--- src/rtl/fact_bcd_conv.sv ---
// fact_bcd_conv: sequential double-dabble converter from binary to packed BCD.
// One iteration per clock, with a valid/ready handshake on both sides.
module fact_bcd_conv #(
   parameter int WIDTH  = 13,
   parameter int DIGITS = 4
) (
   input  logic                  clk,
   input  logic                  rst,
   input  logic                  in_valid,
   input  logic [WIDTH-1:0]      in_data,
   output logic                  in_ready,
   output logic                  out_valid,
   input  logic                  out_ready,
   output logic [4*DIGITS-1:0]   out_bcd,
   output logic                  busy
);
   localparam int BW = 4 * DIGITS;
   localparam int CW = $clog2(WIDTH + 1);

   typedef enum logic [1:0] {IDLE, SHIFT, DONE} state_t;

   state_t          state_q, state_d;
   logic [WIDTH-1:0] sr_q, sr_d;
   logic [BW-1:0]    acc_q, acc_d;
   logic [BW-1:0]    adj;
   logic [CW-1:0]    cnt_q, cnt_d;
   logic [BW-1:0]    bcd_q, bcd_d;
   logic             in_ready_q, in_ready_d;
   logic             out_valid_q, out_valid_d;
   logic             busy_q, busy_d;

   // Add-3 correction of every digit that would overflow past 9 once doubled.
   always_comb begin
      adj = acc_q;
      for (int i = 0; i < DIGITS; i++) begin
         if (acc_q[4*i +: 4] >= 4'd5)
            adj[4*i +: 4] = acc_q[4*i +: 4] + 4'd3;
      end
   end

   // Next-state, datapath and registered-output decode.
   always_comb begin
      state_d = state_q;
      sr_d    = sr_q;
      acc_d   = acc_q;
      cnt_d   = cnt_q;
      bcd_d   = bcd_q;
      case (state_q)
         IDLE: begin
            if (in_valid) begin
               sr_d    = in_data;
               acc_d   = '0;
               cnt_d   = CW'(WIDTH);
               state_d = SHIFT;
            end
         end
         SHIFT: begin
            // {acc, sr} << 1 after the correction step.
            acc_d = {adj[BW-2:0], sr_q[WIDTH-1]};
            sr_d  = {sr_q[WIDTH-2:0], 1'b0};
            cnt_d = cnt_q - CW'(1);
            if (cnt_q == CW'(1)) begin
               bcd_d   = {adj[BW-2:0], sr_q[WIDTH-1]};
               state_d = DONE;
            end
         end
         DONE: begin
            if (out_ready) state_d = IDLE;
         end
         default: state_d = IDLE;
      endcase
      in_ready_d  = (state_d == IDLE);
      out_valid_d = (state_d == DONE);
      busy_d      = (state_d == SHIFT);
   end

   // State and output registers; reset overrides any handshake.
   always_ff @(posedge clk) begin
      if (rst) begin
         state_q     <= IDLE;
         sr_q        <= '0;
         acc_q       <= '0;
         cnt_q       <= '0;
         bcd_q       <= '0;
         in_ready_q  <= 1'b1;
         out_valid_q <= 1'b0;
         busy_q      <= 1'b0;
      end else begin
         state_q     <= state_d;
         sr_q        <= sr_d;
         acc_q       <= acc_d;
         cnt_q       <= cnt_d;
         bcd_q       <= bcd_d;
         in_ready_q  <= in_ready_d;
         out_valid_q <= out_valid_d;
         busy_q      <= busy_d;
      end
   end

   assign in_ready  = in_ready_q;
   assign out_valid = out_valid_q;
   assign busy      = busy_q;
   assign out_bcd   = bcd_q;
endmodule

--- config.mk ---
export PLATFORM = sky130hd
export DESIGN_NAME = fact_bcd_conv
export DESIGN_NICKNAME = d
export VERILOG_FILES = /design/src/rtl/fact_bcd_conv.sv
export SDC_FILE = /design/constraint.sdc
export NUM_CORES = 1
export LEC_CHECK = 0
export BUFFER_PORTS_ARGS = -buffer_cell sky130_fd_sc_hd__buf_4
export CORE_MARGIN = 2
export CORE_UTILIZATION = 49
export DETAILED_ROUTE_END_ITERATION = 7
export GPL_ROUTABILITY_DRIVEN = 0
export GPL_TIMING_DRIVEN = 0
export MAX_ROUTING_LAYER = met4
export PLACE_DENSITY_LB_ADDON = 0.05
export SLEW_MARGIN = 20
export SYNTH_ARGS = -nofsm -noshare
export SYNTH_HDL_FRONTEND = slang
export SYNTH_SLANG_ARGS = --single-unit
--- constraint.sdc ---
create_clock -name clk -period 2.7 [get_ports clk]
set_input_delay 0.27 -clock clk [delete_from_list [all_inputs] [get_ports clk]]
set_output_delay 0.27 -clock clk [all_outputs]
set_load 0.03 [all_outputs]
==> impl_summary.log <==
INFO  metric timing.critical_path.buf_inv = 1
INFO  metric cts_tree = yes
INFO  metric postSynthRegisterBits = 54
INFO  metric worstSetupStartpointType = flop
INFO  metric global_route.usage.total = 22.22%
INFO  metric clock_insertion_delay_worst_skew = 0.31 ns
INFO  metric gr-total-overflow = 0
INFO  metric worst_r2r_start = acc_q[8]
INFO  metric numCtsBuffers = 5
INFO  metric avg_wl_per_cell = 13.46 µm
INFO  metric syn_area = 0.002480 mm²
INFO  metric post-route-period-util = 60.54%
INFO  metric row_count = 25
INFO  metric grt_start_max_net_pins = 16
INFO  metric count_of_synthesis_stage_warnings_from_yosys = 0
INFO  metric max_stage_delay = 0.38 ns
INFO  metric reg2regPathDepth = 6
INFO  metric finalCriticalPeriod = 1.635 ns
INFO  metric postCtsResizedCells = 0
INFO  metric timing.critical_path.slowest_stage_cell = sky130_fd_sc_hd__mux2_2
INFO  metric syn_inst = 291
INFO  metric power_per_cell_area = 535.0 mW/mm²
INFO  metric worstMarginPinSlew = 0.7943 ns
INFO  metric path_max_fanout = 5
INFO  metric relSlewSlack = 46.85%
INFO  metric critical_path_required = 2.94 ns
INFO  metric final_slew_violations = 0
INFO  metric synthToLayoutAreaGrowth = 17.66%
INFO  metric die_w = 75.14 µm
INFO  metric worst_hold_path.endpoint = sr_q[0]
INFO  metric rsz0062_at_grt = false
INFO  metric timing.setup.tns = 0 ns
INFO  metric worstHoldStart = in_data[0]
INFO  metric die_height = 75.14 µm
INFO  metric io_buffer_count = 35
INFO  metric timing.max_cap.violations = 0
INFO  metric utilization = 60.57%
INFO  metric cts-root-buf = sky130_fd_sc_hd__clkbuf_8
INFO  metric timing.final.ws_setup = 1.065 ns
INFO  metric timing.critical_path.to_type = flop
INFO  metric grt_pass1_wl = 9232 µm
INFO  metric routed_wl = 5397 µm
INFO  metric synthDistinctLibCells = 32
INFO  metric synth_enable_flop_cells = 0
INFO  metric antenna_found_initial = 0
INFO  metric pre_cts_slack = 0.9315 ns
INFO  metric post_dp_cell_area = 0.002826 mm²
INFO  metric clock_tree.htree_level_count = 2
INFO  metric yosysMostFrequentCell = sky130_fd_sc_hd__nor2_1
INFO  metric finish.instance_area = 0.002918 mm²
INFO  metric timing.hold.worst_path_depth = 3
INFO  metric outcome = completed
INFO  metric timing_hold_violations_final = 0
INFO  metric power.ir.vdd_worst = 0.0003963 V
INFO  metric post_drt_via_cell_ratio = 5.227
INFO  metric critPathArrivalTime = 1.87 ns
INFO  metric layoutNonFillerInstCount = 401
INFO  metric synth_top_cells_by_area = sky130_fd_sc_hd__dfxtp_1 (44%), sky130_fd_sc_hd__nor2_1 (8.6%), sky130_fd_sc_hd__a21oi_1 (5.7%)
INFO  metric ant_nets = 0
INFO  metric clk_pin_slew = 0.09 ns
INFO  metric dr.first_iter.drc_count = 128
INFO  metric setup_violations = 0
INFO  metric r2r_slack = 1.07 ns
INFO  metric crit_path_cell_trace = inv_1 > ha_1 > nand2b_1 > a21oi_1 > mux2_2 > o22ai_1
INFO  metric timing.hold.worst.class = in2reg
INFO  metric ys_top_cells_by_count = sky130_fd_sc_hd__nor2_1 (57), sky130_fd_sc_hd__dfxtp_1 (54), sky130_fd_sc_hd__a21oi_1 (28)
INFO  metric power.leakage = 1.120 nW
INFO  metric postCtsSetupRepairBufs = 0
INFO  metric clk_path_buf_depth = 2
INFO  metric n_antenna_cell = 0
INFO  metric coreArea = 0.004817 mm²
INFO  metric worstReg2RegEnd = out_bcd[10]
INFO  metric synth_flop_cell = sky130_fd_sc_hd__dfxtp_1
INFO  metric synth-async-reset-ratio = 0%
INFO  metric type_of_the_worst_setup_path = reg2reg
INFO  metric post_cts_hold_buffer_count = 0
INFO  metric final_net_count = 360
INFO  metric start_util = 51.48%
INFO  metric io_pins = 36
INFO  metric largest_clock_skew_in_the_final_design = 0.009435 ns
INFO  metric worst_path_dominant_cell_family = compound AO/OA/AOI/OAI gates
INFO  metric syn-num-nets = 318
INFO  metric post-route-drc-count = 0
INFO  metric timing.critical_path.from = acc_q[8]
INFO  metric dieArea = 0.005646 mm²
INFO  metric layout-drive-gt1-share = 17.66%
INFO  metric dp_hpwl = 3794 µm
INFO  metric proportion_of_synthesized_chip_area_in_sequential_cells = 43.59%
INFO  metric average_footprint_of_a_synthesized_cell = 8.522 µm²
INFO  metric route.vias.total = 2096
INFO  metric dp_cells = 393
INFO  metric clock-sinks = 54
INFO  metric synth_largest_area_cell = sky130_fd_sc_hd__dfxtp_1
INFO  metric firstDrtPassIters = 4
INFO  metric max_clock_freq = 611.8 MHz
INFO  metric netlist.area_leader.share = 43.59%
INFO  metric grt_pass1_vias = 1968
placed cells by master (no fill, tap or decap), types with 4 or more instances in the layout:
cell type                    n
sky130_fd_sc_hd__nor2_1     57
sky130_fd_sc_hd__dfxtp_1    54
sky130_fd_sc_hd__buf_4      36
sky130_fd_sc_hd__a21oi_1    28
sky130_fd_sc_hd__nor3_1     16
sky130_fd_sc_hd__nand2b_1   15
sky130_fd_sc_hd__inv_1      11
sky130_fd_sc_hd__nor2b_1    11
sky130_fd_sc_hd__o2bb2ai_1  10
sky130_fd_sc_hd__ha_1       10
sky130_fd_sc_hd__clkbuf_1    9
sky130_fd_sc_hd__o21ai_0     9
sky130_fd_sc_hd__nor3b_1     9
sky130_fd_sc_hd__o22ai_1     8
sky130_fd_sc_hd__a211oi_1    7
sky130_fd_sc_hd__buf_2       6
sky130_fd_sc_hd__clkbuf_8    6
sky130_fd_sc_hd__xnor2_1     4
sky130_fd_sc_hd__mux2_2      4
sky130_fd_sc_hd__a211oi_2    4
sky130_fd_sc_hd__nand3_1     4
metrics by stage:
stage	total power, mW	hold slack, ns
after detailed placement	1.118	0.4525
after global routing	1.644	0.2475
after CTS	1.580	0.2133
final	1.561	0.2253
after floorplan	1.040	0.4323
after global placement	1.115	0.4503
cell type report:
type | instances | area [µm²]
Inverter | 11 | 41.29
Clock buffer | 7 | 86.33
Sequential cell | 54 | 1081
Fill cell | 489 | 1899
Tap cell | 67 | 83.83
Buffer | 18 | 86.33
Multi-Input combinational cell | 208 | 1271
Timing Repair Buffer | 35 | 262.8
Clock inverter | 1 | 5.005
worst reg2reg max path, delay by kind of cell, from the launching register on:
family	cells	cell delay, ns
AND/OR/NAND/NOR	1	0.09
AO/OA/AOI/OAI	2	0.39
multiplexers	1	0.38
buffers and inverters	1	0.10
flip-flops	1	0.35
adder cells (fa/ha/maj)	1	0.24
worst max path at each step:
| stage | end | depth (start not counted) |
|---|---|---|
| 3_3_place_gp | acc_q[13] | 5 |
| 5_1_grt | acc_q[13] | 4 |
| 4_1_cts | out_bcd[10] | 6 |
| 2_1_floorplan | out_bcd[10] | 6 |
| 6_report | out_bcd[10] | 6 |
| 3_5_place_dp | cnt_q[0] | 5 |
sequential cells by signal, summed over array words and instances (netlist names):
register   flops
acc_q         16
out_bcd       16
sr_q          13
cnt_q          4
state_q        2
busy           1
in_ready       1
out_valid      1
report_power, final:
| part | switching, mW | leakage, nW | internal, mW |
|---|---|---|---|
| sequential | 0.0240 | 0.441 | 0.836 |
| combinational | 0.142 | 0.631 | 0.0967 |
| clock | 0.255 | 0.0482 | 0.207 |
| total | 0.421 | 1.12 | 1.14 |
layer usage:
metal / part of all wire [%] / global-route usage (%) / up-vias
met2: 44 / 32.94 / 35
met4: 1.2 / 7.602 / 0
met1: 51 / 30.55 / 959
met5: 0 / - / -
met3: 4.2 / 4.016 / 8
li1: - / - / 1094
kinds of logic (layout without fill, tap and decap cells):
| logic type | count (synthesis) | after routing | synth area share [%] |
|---|---|---|---|
| and+or+nand+nor | 117 | 117 | 23.41 |
| AOI/OAI and AO/OA | 72 | 72 | 19.17 |
| DFF | 54 | 54 | 43.59 |
| buffers and inverters | 29 | 72 | 5.147 |
| adders and majority gates | 10 | 10 | 5.045 |
| muxes | 5 | 5 | 2.220 |
| xor gates and xnor gates | 4 | 4 | 1.413 |
(Power assumes the default switching activity.)
